$ cat src/rtl/mem_stage_pkg.sv
// rtl/mem_stage_pkg.sv - shared types and helpers for the memory-stage access controller
package mem_stage_pkg;

  localparam int RES_SRC_W  = 2;
  localparam int REG_ADDR_W = 5;

  // Writeback result selector; encoding 2'b11 is reserved and behaves like RES_ALU.
  typedef enum logic [RES_SRC_W-1:0] {
    RES_ALU = 2'b00,
    RES_MEM = 2'b01,
    RES_PC4 = 2'b10
  } results_src_t;

  typedef enum logic {
    IDLE   = 1'b0,
    ACCESS = 1'b1
  } state_t;

  // An instruction needs the data memory when it stores or when its result comes from a load.
  function automatic logic is_mem_op(input logic valid,
                                     input logic mem_write,
                                     input logic [RES_SRC_W-1:0] res_src);
    return valid & (mem_write | (res_src == RES_MEM));
  endfunction

endpackage

$ cat src/rtl/mem_stage_access_ctrl_if.sv
// rtl/mem_stage_access_ctrl_if.sv - req/ack data-memory bus between the memory stage and data memory
interface mem_stage_access_ctrl_if #(
  parameter int DATA_WIDTH = 32
);

  logic                  req;
  logic                  we;
  logic [DATA_WIDTH-1:0] addr;
  logic [DATA_WIDTH-1:0] wdata;
  logic                  ack;
  logic [DATA_WIDTH-1:0] rdata;

  modport master (output req, we, addr, wdata, input ack, rdata);
  modport slave  (input req, we, addr, wdata, output ack, rdata);

endinterface

$ cat src/rtl/mem_wb_output_reg.sv
// rtl/mem_wb_output_reg.sv - MEM/WB pipeline bundle register with load enable
module mem_wb_output_reg
  import mem_stage_pkg::*;
#(
  parameter int DATA_WIDTH = 32
) (
  input  logic                  clk,
  input  logic                  rst,
  input  logic                  valid_d_i,
  input  logic                  load_i,
  input  logic                  regwrite_d_i,
  input  logic [RES_SRC_W-1:0]  res_src_d_i,
  input  logic [DATA_WIDTH-1:0] alu_result_d_i,
  input  logic [DATA_WIDTH-1:0] read_data_d_i,
  input  logic [REG_ADDR_W-1:0] rd_d_i,
  input  logic [DATA_WIDTH-1:0] pc_plus4_d_i,
  output logic                  valid_o,
  output logic                  regwrite_o,
  output logic [RES_SRC_W-1:0]  res_src_o,
  output logic [DATA_WIDTH-1:0] alu_result_o,
  output logic [DATA_WIDTH-1:0] read_data_o,
  output logic [REG_ADDR_W-1:0] rd_o,
  output logic [DATA_WIDTH-1:0] pc_plus4_o
);

  logic                  valid_q;
  logic                  regwrite_q;
  logic [RES_SRC_W-1:0]  res_src_q;
  logic [DATA_WIDTH-1:0] alu_result_q;
  logic [DATA_WIDTH-1:0] read_data_q;
  logic [REG_ADDR_W-1:0] rd_q;
  logic [DATA_WIDTH-1:0] pc_plus4_q;

  // valid follows every cycle; the payload only refreshes on load so it holds through bubbles
  always_ff @(posedge clk or posedge rst) begin
    if (rst) begin
      valid_q      <= 1'b0;
      regwrite_q   <= 1'b0;
      res_src_q    <= '0;
      alu_result_q <= '0;
      read_data_q  <= '0;
      rd_q         <= '0;
      pc_plus4_q   <= '0;
    end else begin
      valid_q <= valid_d_i;
      if (load_i) begin
        regwrite_q   <= regwrite_d_i;
        res_src_q    <= res_src_d_i;
        alu_result_q <= alu_result_d_i;
        read_data_q  <= read_data_d_i;
        rd_q         <= rd_d_i;
        pc_plus4_q   <= pc_plus4_d_i;
      end
    end
  end

  assign valid_o      = valid_q;
  assign regwrite_o   = regwrite_q;
  assign res_src_o    = res_src_q;
  assign alu_result_o = alu_result_q;
  assign read_data_o  = read_data_q;
  assign rd_o         = rd_q;
  assign pc_plus4_o   = pc_plus4_q;

endmodule

$ cat src/rtl/mem_stage_access_ctrl.sv
// rtl/mem_stage_access_ctrl.sv - memory stage: load/store decode, req/ack access FSM, timeout watchdog
module mem_stage_access_ctrl
  import mem_stage_pkg::*;
#(
  parameter int DATA_WIDTH     = 32,
  parameter int TIMEOUT_CYCLES = 16
) (
  input  logic                    clk,
  input  logic                    rst,
  input  logic                    valid_i,
  input  logic                    RegWrite_i,
  input  logic [RES_SRC_W-1:0]    ResultsSrc_i,
  input  logic                    MemWrite_i,
  input  logic [DATA_WIDTH-1:0]   ALUResult_i,
  input  logic [DATA_WIDTH-1:0]   WriteData_i,
  input  logic [REG_ADDR_W-1:0]   Rd_i,
  input  logic [DATA_WIDTH-1:0]   PCPlus4_i,
  output logic                    stall_o,
  mem_stage_access_ctrl_if.master mem,
  output logic                    valid_o,
  output logic                    RegWrite_o,
  output logic [RES_SRC_W-1:0]    ResultsSrc_o,
  output logic [DATA_WIDTH-1:0]   ALUResult_o,
  output logic [DATA_WIDTH-1:0]   ReadData_o,
  output logic [REG_ADDR_W-1:0]   Rd_o,
  output logic [DATA_WIDTH-1:0]   PCPlus4_o,
  output logic                    err_o
);

  localparam int               CNT_W    = $clog2(TIMEOUT_CYCLES + 1);
  localparam logic [CNT_W-1:0] CNT_LAST = CNT_W'(TIMEOUT_CYCLES - 1);

  state_t                state_q;
  logic [CNT_W-1:0]      cnt_q;
  logic                  err_q;
  logic                  lat_we_q;
  logic                  lat_load_q;
  logic                  lat_rw_q;
  logic [RES_SRC_W-1:0]  lat_src_q;
  logic [DATA_WIDTH-1:0] lat_addr_q;
  logic [DATA_WIDTH-1:0] lat_wdata_q;
  logic [REG_ADDR_W-1:0] lat_rd_q;
  logic [DATA_WIDTH-1:0] lat_pc4_q;

  logic                  mem_op;
  logic                  wb_valid_d;
  logic                  wb_load_d;
  logic                  wb_rw_d;
  logic [RES_SRC_W-1:0]  wb_src_d;
  logic [DATA_WIDTH-1:0] wb_alu_d;
  logic [DATA_WIDTH-1:0] wb_rdata_d;
  logic [REG_ADDR_W-1:0] wb_rd_d;
  logic [DATA_WIDTH-1:0] wb_pc4_d;

  assign mem_op = is_mem_op(valid_i, MemWrite_i, ResultsSrc_i);

  // Access FSM: latch the memory op, hold it on the bus until ack or the watchdog expires
  always_ff @(posedge clk or posedge rst) begin
    if (rst) begin
      state_q     <= IDLE;
      cnt_q       <= '0;
      err_q       <= 1'b0;
      lat_we_q    <= 1'b0;
      lat_load_q  <= 1'b0;
      lat_rw_q    <= 1'b0;
      lat_src_q   <= '0;
      lat_addr_q  <= '0;
      lat_wdata_q <= '0;
      lat_rd_q    <= '0;
      lat_pc4_q   <= '0;
    end else begin
      case (state_q)
        IDLE: begin
          if (mem_op) begin
            state_q     <= ACCESS;
            cnt_q       <= '0;
            lat_we_q    <= MemWrite_i;
            lat_load_q  <= ~MemWrite_i & (ResultsSrc_i == RES_MEM);
            lat_rw_q    <= RegWrite_i;
            lat_src_q   <= ResultsSrc_i;
            lat_addr_q  <= ALUResult_i;
            lat_wdata_q <= WriteData_i;
            lat_rd_q    <= Rd_i;
            lat_pc4_q   <= PCPlus4_i;
          end
        end
        ACCESS: begin
          // an ack arriving in the last permitted cycle still completes normally
          if (mem.ack) begin
            state_q <= IDLE;
          end else if (cnt_q == CNT_LAST) begin
            state_q <= IDLE;
            err_q   <= 1'b1;
          end else begin
            cnt_q <= cnt_q + 1'b1;
          end
        end
        default: state_q <= IDLE;
      endcase
    end
  end

  // Next MEM/WB contents: pass-through ops from IDLE, latched op on completion or squash
  always_comb begin
    wb_valid_d = 1'b0;
    wb_load_d  = 1'b0;
    wb_rw_d    = RegWrite_i;
    wb_src_d   = ResultsSrc_i;
    wb_alu_d   = ALUResult_i;
    wb_rdata_d = '0;
    wb_rd_d    = Rd_i;
    wb_pc4_d   = PCPlus4_i;
    if (state_q == IDLE) begin
      if (valid_i & ~mem_op) begin
        wb_valid_d = 1'b1;
        wb_load_d  = 1'b1;
      end
    end else begin
      wb_rw_d  = lat_rw_q;
      wb_src_d = lat_src_q;
      wb_alu_d = lat_addr_q;
      wb_rd_d  = lat_rd_q;
      wb_pc4_d = lat_pc4_q;
      if (mem.ack) begin
        wb_valid_d = 1'b1;
        wb_load_d  = 1'b1;
        wb_rdata_d = lat_load_q ? mem.rdata : '0;
      end else if (cnt_q == CNT_LAST) begin
        wb_valid_d = 1'b1;
        wb_load_d  = 1'b1;
        wb_rw_d    = 1'b0;
      end
    end
  end

  assign stall_o   = (state_q == ACCESS);
  assign mem.req   = (state_q == ACCESS);
  assign mem.we    = lat_we_q;
  assign mem.addr  = lat_addr_q;
  assign mem.wdata = lat_wdata_q;
  assign err_o     = err_q;

  mem_wb_output_reg #(
    .DATA_WIDTH (DATA_WIDTH)
  ) u_mem_wb (
    .clk            (clk),
    .rst            (rst),
    .valid_d_i      (wb_valid_d),
    .load_i         (wb_load_d),
    .regwrite_d_i   (wb_rw_d),
    .res_src_d_i    (wb_src_d),
    .alu_result_d_i (wb_alu_d),
    .read_data_d_i  (wb_rdata_d),
    .rd_d_i         (wb_rd_d),
    .pc_plus4_d_i   (wb_pc4_d),
    .valid_o        (valid_o),
    .regwrite_o     (RegWrite_o),
    .res_src_o      (ResultsSrc_o),
    .alu_result_o   (ALUResult_o),
    .read_data_o    (ReadData_o),
    .rd_o           (Rd_o),
    .pc_plus4_o     (PCPlus4_o)
  );

endmodule
$ cat src/flat_wrapper.sv
// flat-port wrapper written by rule: the top's interface ports become plain ports
module mem_stage_access_ctrl_flat import mem_stage_pkg::*;
#(
  parameter int DATA_WIDTH     = 32,
  parameter int TIMEOUT_CYCLES = 16
)
  (clk, rst, valid_i, RegWrite_i, ResultsSrc_i, MemWrite_i, ALUResult_i, WriteData_i, Rd_i, PCPlus4_i, stall_o, valid_o, RegWrite_o, ResultsSrc_o, ALUResult_o, ReadData_o, Rd_o, PCPlus4_o, err_o, mem_req, mem_we, mem_addr, mem_wdata, mem_ack, mem_rdata);
  mem_stage_access_ctrl_if #(.DATA_WIDTH(DATA_WIDTH)) mem_i ();
  input  logic clk;
  input  logic rst;
  input  logic valid_i;
  input  logic RegWrite_i;
  input  logic [RES_SRC_W-1:0] ResultsSrc_i;
  input  logic MemWrite_i;
  input  logic [DATA_WIDTH-1:0] ALUResult_i;
  input  logic [DATA_WIDTH-1:0] WriteData_i;
  input  logic [REG_ADDR_W-1:0] Rd_i;
  input  logic [DATA_WIDTH-1:0] PCPlus4_i;
  output logic stall_o;
  output logic valid_o;
  output logic RegWrite_o;
  output logic [RES_SRC_W-1:0] ResultsSrc_o;
  output logic [DATA_WIDTH-1:0] ALUResult_o;
  output logic [DATA_WIDTH-1:0] ReadData_o;
  output logic [REG_ADDR_W-1:0] Rd_o;
  output logic [DATA_WIDTH-1:0] PCPlus4_o;
  output logic err_o;
  output wire logic [$bits(mem_i.req)-1:0] mem_req;
  output wire logic [$bits(mem_i.we)-1:0] mem_we;
  output wire logic [$bits(mem_i.addr)-1:0] mem_addr;
  output wire logic [$bits(mem_i.wdata)-1:0] mem_wdata;
  input wire logic [$bits(mem_i.ack)-1:0] mem_ack;
  input wire logic [$bits(mem_i.rdata)-1:0] mem_rdata;
  assign mem_req = mem_i.req;
  assign mem_we = mem_i.we;
  assign mem_addr = mem_i.addr;
  assign mem_wdata = mem_i.wdata;
  assign mem_i.ack = mem_ack;
  assign mem_i.rdata = mem_rdata;
  mem_stage_access_ctrl #(.DATA_WIDTH(DATA_WIDTH), .TIMEOUT_CYCLES(TIMEOUT_CYCLES)) u_core (.clk(clk), .rst(rst), .valid_i(valid_i), .RegWrite_i(RegWrite_i), .ResultsSrc_i(ResultsSrc_i), .MemWrite_i(MemWrite_i), .ALUResult_i(ALUResult_i), .WriteData_i(WriteData_i), .Rd_i(Rd_i), .PCPlus4_i(PCPlus4_i), .stall_o(stall_o), .mem(mem_i), .valid_o(valid_o), .RegWrite_o(RegWrite_o), .ResultsSrc_o(ResultsSrc_o), .ALUResult_o(ALUResult_o), .ReadData_o(ReadData_o), .Rd_o(Rd_o), .PCPlus4_o(PCPlus4_o), .err_o(err_o));
endmodule
$ cat config.mk
export PLATFORM = sky130hd
export DESIGN_NAME = mem_stage_access_ctrl_flat
export DESIGN_NICKNAME = d
export VERILOG_FILES = /design/src/rtl/mem_stage_pkg.sv /design/src/rtl/mem_stage_access_ctrl_if.sv /design/src/rtl/mem_wb_output_reg.sv /design/src/rtl/mem_stage_access_ctrl.sv /design/src/flat_wrapper.sv
export SDC_FILE = /design/constraint.sdc
export NUM_CORES = 1
export LEC_CHECK = 0
export ABC_CLOCK_PERIOD_IN_PS = 7700
export CAP_MARGIN = 20
export CORE_MARGIN = 3
export CORE_UTILIZATION = 41
export CTS_CLUSTER_DIAMETER = 40
export DETAILED_ROUTE_END_ITERATION = 6
export GPL_TIMING_DRIVEN = 0
export PLACE_DENSITY_LB_ADDON = 0.08
export SYNTH_ARGS = -nofsm -noshare
export SYNTH_HDL_FRONTEND = slang
export SYNTH_SLANG_ARGS = --single-unit
export TNS_END_PERCENT = 1
$ cat constraint.sdc
create_clock -name clk -period 7.7 [get_ports clk]
set_input_delay 1.54 -clock clk [delete_from_list [all_inputs] [get_ports clk]]
set_output_delay 1.54 -clock clk [all_outputs]
set_load 0.02 [all_outputs]
After elaboration in Yosys (flattened, before gate mapping)

Cells that the tools add are included.
Widths: inputs -> output; s select.

Memories: 0
ROM bits: 0
Bits in latches: 0
Register bits: 218
Bits in writable memories: 0
Output and inout port bits: 173
Word-level logic and storage cells: 57
Bits of input ports: 141

Bitwise operators: 8
Multiply operators: 0
Add/subtract/negate cells: 1
Shift operators: 0
Order comparisons: 0
Reduce and logical (&&, ||, !) cells: 3
Multiplexer cells: 22
Eq/ne operators: 5
Divide/modulo/power cells: 0

Operator list:

| operator            | count |
|---|---|
| $mux 32             | 5 |
| $mux 5              | 4 |
| $mux 1              | 10 |
| $pmux 5 s2          | 1 |
| $reduce_and 3->1    | 2 |
| $add 5x1->5 const B | 1 |
| $eq 5x4->1 const B  | 1 |
| $ne 2x2->1 const B  | 2 |
| $not 1->1           | 4 |
| $and 1x1->1         | 3 |
| $eq 2x1->1 const B  | 1 |
| $mux 2              | 1 |
| $ne 2x1->1 const B  | 1 |
| $pmux 1 s2          | 1 |
| $reduce_and 2->1    | 1 |
| $or 1x1->1          | 1 |

Depth between registers and ports, before layout

Depth in word-level cells: 7
Gate-level depth with buffers: 9
Depth with buffers taken out: 7

Cells and area by module

From an unflattened synthesis, not the netlist that was laid out.

Cells, all modules: 612
Area total of the unflattened synthesis: 9609.2 um^2

By module, submodules not included:

| module                | area each (um^2) | sequential area each (um^2) | cells each | instances |
|---|---|---|---|---|
| mem_stage_access_ctrl | 5467.7           | 2827.7                      | 390        | 1 |
| mem_wb_output_reg     | 4141.5           | 2627.5                      | 222        | 1 |

Worst setup path after synthesis

OpenSTA, ideal clock, no wires.

Kind: input-to-reg
Start: input port mem_ack
End: register u_core.u_mem_wb.read_data_q[10], in the netlist u_core.u_mem_wb.read_data_o[10]
Setup time: 121 ps
Required time: 7579 ps
Slack: 4902 ps
Path buffers: 4
Stages: 8
Arrival time: 2677 ps
Cell sequence: buf_4 nand2b_2 nor2_2 or2_1 buf_2 buf_6 buf_6 a22o_1

Cells in the longest elaborated chain, start to end: 2
Elaborated cells on any way between the ends: 4
Those cells by class: 4 x mux

RTL lines:

| element                           | line                         | source |
|---|---|---|
| start: declaration                | flat_wrapper.sv:32           | `input wire logic [$bits(mem_i.ack)-1:0] mem_ack;` |
| $mux 32 or $mux 1 (tied branches) | mem_stage_access_ctrl.sv:124 | `if (mem.ack) begin` |
| $mux 32 or $mux 1 (tied branches) | mem_stage_access_ctrl.sv:113 | `if (state_q == IDLE) begin` |
| end signal: assignment            | mem_wb_output_reg.sv:50      | `read_data_q <= read_data_d_i;` |
| end: declaration                  | mem_wb_output_reg.sv:30      | `logic [DATA_WIDTH-1:0] read_data_q;` |

Parallel ways exist; a longest one is shown, timed or not.
A chain may end at the register's enable or synchronous reset.

Worst setup path after layout

Start: register u_core.state_q, in the netlist u_core.mem.req
End: output port stall_o

RTL lines:

| element                  | line                        | source |
|---|---|---|
| start: declaration       | mem_stage_access_ctrl.sv:33 | `state_t state_q;` |
| start signal: assignment | mem_stage_access_ctrl.sv:60 | `state_q <= IDLE;` |
| start signal: assignment | mem_stage_access_ctrl.sv:75 | `state_q <= ACCESS;` |
| start signal: assignment | mem_stage_access_ctrl.sv:90 | `state_q <= IDLE;` |
| end: declaration         | flat_wrapper.sv:19          | `output logic stall_o;` |

No word-level cell between the ends.

==> impl_metrics.json <==
{
  "status": "completed",
  "post_cts_buffers": 0,
  "fp.dieH_um": 154,
  "antenna_found_initial": 0,
  "slowest_stage": "clkdlybuf4s50_1",
  "cts_tree": "done",
  "use_met3": 0.0526,
  "cts-resized-gates": 0,
  "yosys.cell_types.count": 34,
  "ys.warnings.count": 0,
  "startpoint_type": "flip-flop",
  "viasPerCell": 5.10,
  "routedWlPerCell_um": 18.5,
  "cts.sinks": 218,
  "finalWirelength_um": 24600,
  "layout_common_cells": "312 x clkdlybuf4s50_1, 218 x dfrtp_1, 118 x o21ai_0",
  "die-area_um2": 23700,
  "drt-initial-drc-count": 217,
  "p_seq_frac": 0.353,
  "setup_violations": 0,
  "avgSynthCellArea_um2": 13.3,
  "synthCells": 677,
  "power_uw": 4490,
  "slew_viol_final": 0,
  "finalCritPeriodShare": 0.425,
  "grt_pass1_vias": 7156,
  "gr-max-usage-layer": "met2",
  "portBuffers": 312,
  "required_ns": 6.16,
  "power.share.clock": 0.349,
  "postCtsHoldBufs": 0,
  "max_freq_mhz": 306,
  "layout.nets": 1172,
  "skew_ns": 0.0104,
  "syn_to_final_growth_pct": 52.3,
  "grt_pass1_wl_um": 38800,
  "gp_congestion": 0.756,
  "critPathCaptureType": "output pin",
  "firstDrtPassIters": 4,
  "cp_cell_sequence": "buf_4, clkdlybuf4s50_1",
  "path_class": "flip-flop to output pin",
  "syn-cell-area_um2": 8970,
  "tightest_slew_ns": 0.864,
  "hold_viol_final": 0,
  "use_met2": 0.339,
  "p_per_area_nw_per_um2": 328,
  "vdd_drop_max_v": 0.000175,
  "combPwrFrac": 0.298,
  "clkTransAtPathRegs_ns": 0.06,
  "numCtsBuffers": 36,
  "cp.arrival_ns": 1.73,
  "start_util": 0.422,
  "gr-total-overflow": 0,
  "p_leak_uw": 0.00581,
  "switchingPower_uw": 1370,
  "post-route-drc-count": 0,
  "hp-class": "flip-flop to flip-flop",
  "hpwl_um": 17200,
  "period_needed_ns": 3.27,
  "grt_setup_unrepaired": "no",
  "drv_cap": 0,
  "grt_use_total": 0.203,
  "setup_tns_ns": 0,
  "max_stage_delay_ns": 0.60,
  "p_int_uw": 3120,
  "swShare": 0.305,
  "n_antenna_cell": 0,
  "grt_max_degree": 121,
  "gr-usage-met1": 0.263,
  "crit_fanout": 5,
  "clk_path_buf_depth": 3,
  "root_buffer": "clkbuf_16",
  "htreeDepth": 2,
  "yosysSeqAreaShare": 0.608,
  "layout-drive-gt1-share": 0.124,
  "num_rows": 53,
  "syn_nets": 821,
  "fp.coreArea_um2": 21300,
  "final_common_cell": "clkdlybuf4s50_1",
  "io_pins": 314,
  "dr_total_vias": 6770,
  "die_w_um": 154,
  "cp_top_family": "buffers and inverters",
  "ant_nets": 0,
  "synth-seq-cells": 218,
  "path_buf_inv": 2,
  "clkLatencyLatePin_ns": 0.49,
  "slew_headroom": 0.424
}
-- final cells by class --
cell class | instances | area, um2
multi-input cells | 401 | 3200
well taps | 275 | 344
inverters | 6 | 30.0
plain buffers | 52 | 293
fillers | 1709 | 7630
clock buffers | 47 | 1000
flip-flops and latches | 218 | 5460
clock inverters | 15 | 183
repair buffers | 313 | 3150
-- power by group through the flow --
stage	logic [uW]	clock network (uW)	registers (uW)
floorplan	395	0	1860
global placement	1340	0	1590
detailed placement	1350	0	1600
CTS	1360	1600	1580
global route	1430	1650	1620
finish	1340	1570	1580
-- per-layer routing --
| layer | vias to the layer above | part of all wire |
|---|---|---|
| li1 | 3159 | - |
| met1 | 3342 | 0.43 |
| met2 | 231 | 0.49 |
| met3 | 38 | 0.066 |
| met4 | 0 | 0.020 |
| met5 | - | 0 |
-- cells by family (layout without fill, tap and decap cells) --
logic type | count (synthesis) | count (layout) | synth area share
flip-flops | 218 | 218 | 0.608
AO/OA/AOI/OAI | 198 | 198 | 0.128
AND/OR/NAND/NOR | 25 | 25 | 0.0148
multiplexers | 175 | 175 | 0.210
buffers and inverters | 58 | 433 | 0.0351
adder cells (fa/ha/maj) | 3 | 3 | 0.00418
-- path summary, 6_finish.rpt --
kind / startpoint / endpoint / slack (ns) / cells after the start
setup / recovery: u_core.mem.req$_DFF_PP0_ / stall_o / 4.43 / 2
hold / removal: u_core.lat_pc4_q[23]$_DFFE_PP0P_ / u_core.lat_pc4_q[23]$_DFFE_PP0P_ / 0.49 / 1
setup reg to reg: u_core.cnt_q[0]$_DFFE_PP0P_ / u_core.u_mem_wb.pc_plus4_o[18]$_DFFE_PP0P_ / 5.17 / 9
hold reg to reg: u_core.lat_pc4_q[23]$_DFFE_PP0P_ / u_core.lat_pc4_q[23]$_DFFE_PP0P_ / 0.49 / 1
max in group asynchronous: rst / u_core.u_mem_wb.alu_result_o[10]$_DFFE_PP0P_ / 5.10 / 3
min in group asynchronous: rst / u_core.u_mem_wb.read_data_o[24]$_DFFE_PP0P_ / 1.62 / 2
-- Yosys cell counts --
| cell type | number | area, um2 |
|---|---|---|
| a31o_2 | 1 | 8.76 |
| a21boi_0 | 1 | 7.51 |
| a21oi_2 | 1 | 8.76 |
| nor2_1 | 5 | 18.8 |
| nand2b_1 | 2 | 12.5 |
| mux2_1 | 69 | 777 |
| nor2_2 | 1 | 6.26 |
| nor2b_2 | 2 | 17.5 |
| inv_1 | 6 | 22.5 |
| or3_1 | 1 | 6.26 |
| a21oi_1 | 4 | 20.0 |
| nor3_1 | 1 | 5.00 |
| nand4_1 | 1 | 6.26 |
| ha_1 | 3 | 37.5 |
| buf_4 | 13 | 97.6 |
| a21o_1 | 1 | 7.51 |
| nor2b_1 | 1 | 6.26 |
| buf_2 | 11 | 55.1 |
| nand2b_2 | 1 | 8.76 |
| and3_1 | 2 | 12.5 |
| o21ai_0 | 118 | 591 |
| clkbuf_1 | 19 | 71.3 |
| o21ai_1 | 32 | 160 |
| buf_6 | 4 | 45.0 |
| mux2i_1 | 72 | 721 |
| a21boi_1 | 1 | 7.51 |
| clkbuf_2 | 4 | 20.0 |
| buf_1 | 1 | 3.75 |
| mux2_2 | 34 | 383 |
| a22o_1 | 38 | 333 |
| nand2_1 | 7 | 26.3 |
| dfrtp_1 | 218 | 5460 |
| o21bai_1 | 1 | 7.51 |
| or2_1 | 1 | 6.26 |
-- metrics by stage --
step	area (um2)	utilization	hold slack (ns)	cells	worst slack (ns)
floorplan	8970	-	0.448	677	0.196
global placement	12400	0.584	0.463	1264	-2.99
detailed placement	12500	0.586	0.467	1265	3.93
CTS	13700	0.642	0.492	1327	4.41
global route	13700	0.642	0.495	1327	4.33
finish	13700	0.642	0.486	1327	4.43
-- flip-flops by register name (all words and copies together) (netlist names) --
register / count
u_core.lat_rd_q: 5
u_core.u_mem_wb.valid_o: 1
u_core.lat_rw_q: 1
u_core.cnt_q: 5
u_core.mem.req: 1
u_core.mem.we: 1
u_core.lat_pc4_q: 32
u_core.u_mem_wb.alu_result_o: 32
u_core.u_mem_wb.pc_plus4_o: 32
u_core.u_mem_wb.rd_o: 5
u_core.mem.wdata: 32
u_core.u_mem_wb.read_data_o: 32
u_core.err_o: 1
u_core.u_mem_wb.res_src_o: 2
u_core.mem.addr: 32
u_core.lat_src_q: 2
u_core.u_mem_wb.regwrite_o: 1
u_core.lat_load_q: 1
-- worst register-to-register path: stages, from the launching register on --
cell and delay [ns]:
dfrtp_1 0.42, ha_1 0.24, and3_1 0.21, ha_1 0.23, nor2_2 0.50, or2_1 0.18, buf_2 0.14, buf_6 0.18
buf_4 0.21, o21ai_1 0.09
Power figures use the tool's default switching activity.
